File: src/rtl/fu_result_buffer_pkg.sv
// Shared types and constants for the per-FU result buffer feeding the common data bus.
package fu_result_buffer_pkg;

    localparam int XLEN        = 32;
    localparam int ROB_TAG_LEN = 4;
    localparam int FU_NUM      = 4;

    // FU_BTU must match the CDB's select index for the branch unit
    localparam logic [1:0] FU_ALU  = 2'd0;
    localparam logic [1:0] FU_MULT = 2'd1;
    localparam logic [1:0] FU_LSU  = 2'd2;
    localparam logic [1:0] FU_BTU  = 2'd3;

    typedef struct packed {
        logic [XLEN-1:0]        value;
        logic [ROB_TAG_LEN-1:0] tag;
        logic                   mis_predict;
        logic [XLEN-1:0]        target_pc;
    } fu_result_t;

endpackage

File: src/rtl/fu_result_buffer_fifo.sv
// Generic DEPTH-entry synchronous FIFO of fu_result_t; clear and reset empty it at the next edge.
module result_fifo
    import fu_result_buffer_pkg::*;
#(
    parameter int DEPTH = 4
) (
    input  logic                         clock,
    input  logic                         reset_n,
    input  logic                         clear,
    input  logic                         push,
    input  fu_result_t                   push_data,
    input  logic                         pop,
    output fu_result_t                   head_data,
    output logic [$clog2(DEPTH+1)-1:0]   count
);

    localparam int PTR_W = $clog2(DEPTH);
    localparam int CNT_W = $clog2(DEPTH+1);

    fu_result_t       mem [DEPTH];
    logic [PTR_W-1:0] head;
    logic [PTR_W-1:0] tail;
    logic             do_push;
    logic             do_pop;

    assign do_push   = push && (count != CNT_W'(DEPTH));
    assign do_pop    = pop && (count != '0);
    assign head_data = mem[head];

    always_ff @(posedge clock) begin
        if (!reset_n || clear) begin
            head  <= '0;
            tail  <= '0;
            count <= '0;
        end else begin
            if (do_push) tail <= tail + PTR_W'(1);
            if (do_pop)  head <= head + PTR_W'(1);
            case ({do_push, do_pop})
                2'b10:   count <= count + CNT_W'(1);
                2'b01:   count <= count - CNT_W'(1);
                default: count <= count;
            endcase
        end
    end

    // storage needs no reset; entries are only read while count is non-zero
    always_ff @(posedge clock) begin
        if (reset_n && !clear && do_push) mem[tail] <= push_data;
    end

endmodule

File: src/rtl/fu_result_buffer.sv
// Per-FU CDB transmit stage: queues results, holds the head until granted.
// Optional macro FU_RESULT_BYPASS_EN forwards a push into an empty buffer in the same cycle.
module fu_result_buffer
    import fu_result_buffer_pkg::*;
#(
    parameter int FU_ID  = 0,
    parameter int DEPTH  = 4,
    parameter int IS_BTU = 0
) (
    input  logic                   clock,
    input  logic                   reset_n,
    input  logic                   in_valid,
    input  logic [XLEN-1:0]        in_value,
    input  logic [ROB_TAG_LEN-1:0] in_tag,
    input  logic                   in_mis_predict,
    input  logic [XLEN-1:0]        in_target_pc,
    output logic                   in_ready,
    input  logic                   squash,
    input  logic                   cdb_rob_enable,
    input  logic [1:0]             cdb_select_fu,
    output logic                   fu_result_ready,
    output logic [XLEN-1:0]        fu_result,
    output logic [ROB_TAG_LEN-1:0] fu_tag,
    output logic                   fu_mis_predict,
    output logic [XLEN-1:0]        fu_target_pc
);

    localparam int CNT_W = $clog2(DEPTH+1);

    fu_result_t       in_entry;
    fu_result_t       head_entry;
    fu_result_t       out_entry;
    logic [CNT_W-1:0] fifo_count;
    logic             push_ok;
    logic             grant;
    logic             bypass;
    logic             fifo_push;
    logic             fifo_pop;

    assign in_entry = '{value: in_value, tag: in_tag,
                        mis_predict: in_mis_predict, target_pc: in_target_pc};

    // in_ready depends on registered count only, keeping the CDB grant path acyclic
    assign in_ready = (fifo_count != CNT_W'(DEPTH));
    assign push_ok  = in_valid && in_ready;
    assign grant    = fu_result_ready && cdb_rob_enable && (cdb_select_fu == 2'(FU_ID));

`ifdef FU_RESULT_BYPASS_EN
    assign bypass = (fifo_count == '0) && push_ok && !squash;
`else
    assign bypass = 1'b0;
`endif

    assign fu_result_ready = (fifo_count != '0) || bypass;
    assign fifo_push       = push_ok && !(bypass && grant);
    assign fifo_pop        = grant && (fifo_count != '0);

    result_fifo #(.DEPTH(DEPTH)) u_fifo (
        .clock     (clock),
        .reset_n   (reset_n),
        .clear     (squash),
        .push      (fifo_push),
        .push_data (in_entry),
        .pop       (fifo_pop),
        .head_data (head_entry),
        .count     (fifo_count)
    );

    always_comb begin
        out_entry = '0;
        if (bypass)
            out_entry = in_entry;
        else if (fifo_count != '0)
            out_entry = head_entry;
        if (IS_BTU == 0) begin
            out_entry.mis_predict = 1'b0;
            out_entry.target_pc   = '0;
        end
    end

    assign fu_result      = out_entry.value;
    assign fu_tag         = out_entry.tag;
    assign fu_mis_predict = out_entry.mis_predict;
    assign fu_target_pc   = out_entry.target_pc;

endmodule

File: config.mk
export PLATFORM = sky130hd
export DESIGN_NAME = fu_result_buffer
export DESIGN_NICKNAME = d
export VERILOG_FILES = /design/src/rtl/fu_result_buffer_pkg.sv /design/src/rtl/fu_result_buffer_fifo.sv /design/src/rtl/fu_result_buffer.sv
export SDC_FILE = /design/constraint.sdc
export NUM_CORES = 1
export LEC_CHECK = 0
export ABC_AREA = 1
export CORE_ASPECT_RATIO = 2
export CORE_UTILIZATION = 50
export CTS_CLUSTER_DIAMETER = 150
export CTS_CLUSTER_SIZE = 28
export DETAILED_ROUTE_END_ITERATION = 6
export GPL_ROUTABILITY_DRIVEN = 1
export HOLD_SLACK_MARGIN = 0.12
export PLACE_DENSITY = 0.73
export SYNTH_ARGS = -nofsm -noshare
export SYNTH_HDL_FRONTEND = slang
export SYNTH_HIERARCHICAL = 1
export SYNTH_SLANG_ARGS = --single-unit
File: constraint.sdc
create_clock -name clock -period 6.75 [get_ports clock]
set_clock_uncertainty 0.1 [all_clocks]
set_input_delay 1.35 -clock clock [delete_from_list [all_inputs] [get_ports clock]]
set_output_delay 1.35 -clock clock [all_outputs]
set_load 0.03 [all_outputs]
==> flow_metrics.py <==
metrics = {
    "routing": {
        "wl_microns": 12900,
        "drtAntennaViolNets": 0,
        "dr.pass1.iters": 4,
        "vias": 4138,
        "drtIter0Drc": 379,
        "wire_per_inst_microns": 16.5,
        "via_per_inst": 5.28,
        "drc": 0,
    },
    "layout": {
        "ff_latch_area_sq_um": 4510,
        "antenna_cells": 0,
        "nFillCells": 983,
        "multi_input_area_sq_um": 1440,
        "fin_nets": 702,
        "area_growth_pct": 19.4,
        "drive_gt1_share_pct": 6.48,
    },
    "critical_path": {
        "slowest_stage": "clkdlybuf4s50_1",
        "r2r-start": "u_fifo/count[1]",
        "cpPeakStageDelay_ns": 0.63,
        "required_ns": 5.30,
        "cp_max_fo": 72,
        "worstPathArrival_ns": 3.17,
        "critical_path_class": "reg -> out",
        "critPathCaptureType": "output pin",
        "path_cells": "buf_4 -> inv_4 -> o21ai_0 -> o22ai_1 -> inv_1 -> nor2_1 -> clkdlybuf4s50_1",
        "startpoint_type": "flip-flop",
    },
    "grt": {
        "grt_pass1_vias": 4163,
        "grt_start_max_net_pins": 73,
        "gr-total-overflow": 0,
        "grt_pass1_wl_microns": 19700,
        "grt_usage_pct": 20.5,
        "antenna_found_initial": 0,
    },
    "clocking": {
        "cts_max_level": 4,
        "cts.hold.buffers_added": 0,
        "cts_buffers": 17,
        "postCtsSetupBuffers": 0,
        "cts_root_buf": "clkbuf_16",
        "insertion_delay_ns": 0.41,
        "cts_tree": "done",
        "clkSinkCount": 153,
        "clk_pin_slew_worst_paths_ns": 0.05,
        "cts_resized": 0,
        "cts_buffer_depth": 2,
    },
    "pwr": {
        "power_switching_mw": 0.441,
        "intPower_mw": 1.68,
        "power_frac_clock_pct": 43.6,
        "p_sw_share_pct": 20.7,
        "ir_worst_vdd_mv": 0.222,
        "cellPowerDensity_nw_per_um2": 273,
        "p_comb_share_pct": 6.8,
        "p_seq_share_pct": 49.6,
        "p_leak_nw": 2.87,
    },
    "sta": {
        "finalHoldViolCount": 0,
        "maxSlewViolCount": 0,
        "maxSlewHeadroom_pct": 24.3,
        "finalCritPeriodShare_pct": 68.5,
        "finalSetupViolations": 0,
        "min_period_ns": 4.62,
        "worstMarginPinSlew_ns": 1.13,
        "fmax_ghz": 0.216,
        "finalSetupTns_ns": 0,
        "setup_slack_ns": 2.13,
        "rsz0062_at_grt": "no",
    },
    "synth": {
        "yosysWarnings": 6,
        "syn_area_per_cell_sq_um": 11.8,
        "syn_inst": 553,
        "synth_area_sq_um": 6520,
    },
    "run": {
        "cap_viol_max_count": 0,
    },
    "floorplanning": {
        "top_level_ports": 147,
        "fp-row-count": 58,
        "fp.coreArea_sq_um": 12600,
        "fp.dieArea_sq_um": 13500,
        "start_util_pct": 51.7,
        "die_height_microns": 164,
        "die_w_microns": 82.8,
    },
    "placement": {
        "io_buffers": 80,
        "place_hpwl_microns": 7500,
        "post-place-ws_ns": 2.35,
        "gp_congestion": 0.732,
    },
    "hold_path": {
        "hp-class": "reg -> reg",
        "holdCritStartpoint": "u_fifo/head[1]",
    },
    "status": {
        "outcome": "completed",
    },
}
==> routing by layer <==
layer	vias up	wire, microns	global-route usage [%]
li1	1956	-	-
met1	2032	5060	22.5
met2	129	6970	35.3
met3	21	602	5.87
met4	0	286	9.48
met5	-	0	0
==> cells in the final DEF (no fill, tap or decap), drive strengths merged <==
cell type	instances
nand2	18
clkdlybuf4s50	80
o21ai	74
clkbuf	25
nor2	127
ha	5
a21boi	2
nand3b	1
nand3	4
buf	5
conb	33
dfxtp	9
clkinv	2
bufinv	2
o22ai	36
fa	1
inv	59
edfxtp	144
a21oi	3
clkinvlp	3
==> registers in the layout, summed over array words and instances, names as in the netlist, named ones only <==
register,flops
u_fifo/count,3
u_fifo/head,2
u_fifo/mem,144
u_fifo/tail,2
==> final cells by class <==
class	count	area share [%]
flip-flops and latches	153	57.9
well taps	150	2.41
multi-input cells	304	18.5
clock buffers	25	6.36
inverters	59	2.88
repair buffers	85	10.8
clock inverters	7	1.19
==> power by group through the flow <==
| stage | sequential (mW) | clock, mW | combinational, mW |
|---|---|---|---|
| global placement | 1.07 | 0 | 0.142 |
| finish | 1.05 | 0.925 | 0.144 |
| global route | 1.05 | 0.968 | 0.156 |
| floorplan | 1.07 | 0 | 0.0953 |
| CTS | 1.05 | 0.934 | 0.145 |
| detailed placement | 1.07 | 0 | 0.145 |
==> critical path: cells and delay by family, from the launching register on <==
family / cells / cell delay [ns]
AO/OA/AOI/OAI: 2 / 0.46
AND/OR/NAND/NOR: 1 / 0.05
buffers and inverters: 4 / 1.68
flip-flops: 1 / 0.57
==> per-stage QoR <==
step | total power, mW | std cells | util [%] | area [sq um] | hold slack (ns)
after detailed placement | 1.22 | 751 | 57.0 | 7200 | 0.395
after global routing | 2.18 | 783 | 61.7 | 7780 | 0.440
after global placement | 1.21 | 751 | 57.0 | 7200 | 0.375
after floorplan | 1.17 | 585 | - | 6640 | 0.360
final | 2.12 | 783 | 61.7 | 7780 | 0.404
after CTS | 2.13 | 783 | 61.7 | 7780 | 0.403
==> path summary, 6_finish.rpt <==
check        cells after the start                 to  slack, ns
max                              7      fu_result[22]       2.13
min                              2     u_fifo/head[1]       0.40
max reg2reg                      6  u_fifo/mem[0][37]       3.70
min reg2reg                      2     u_fifo/head[1]       0.40
Note: power is estimated with default switching activity, not from simulation.
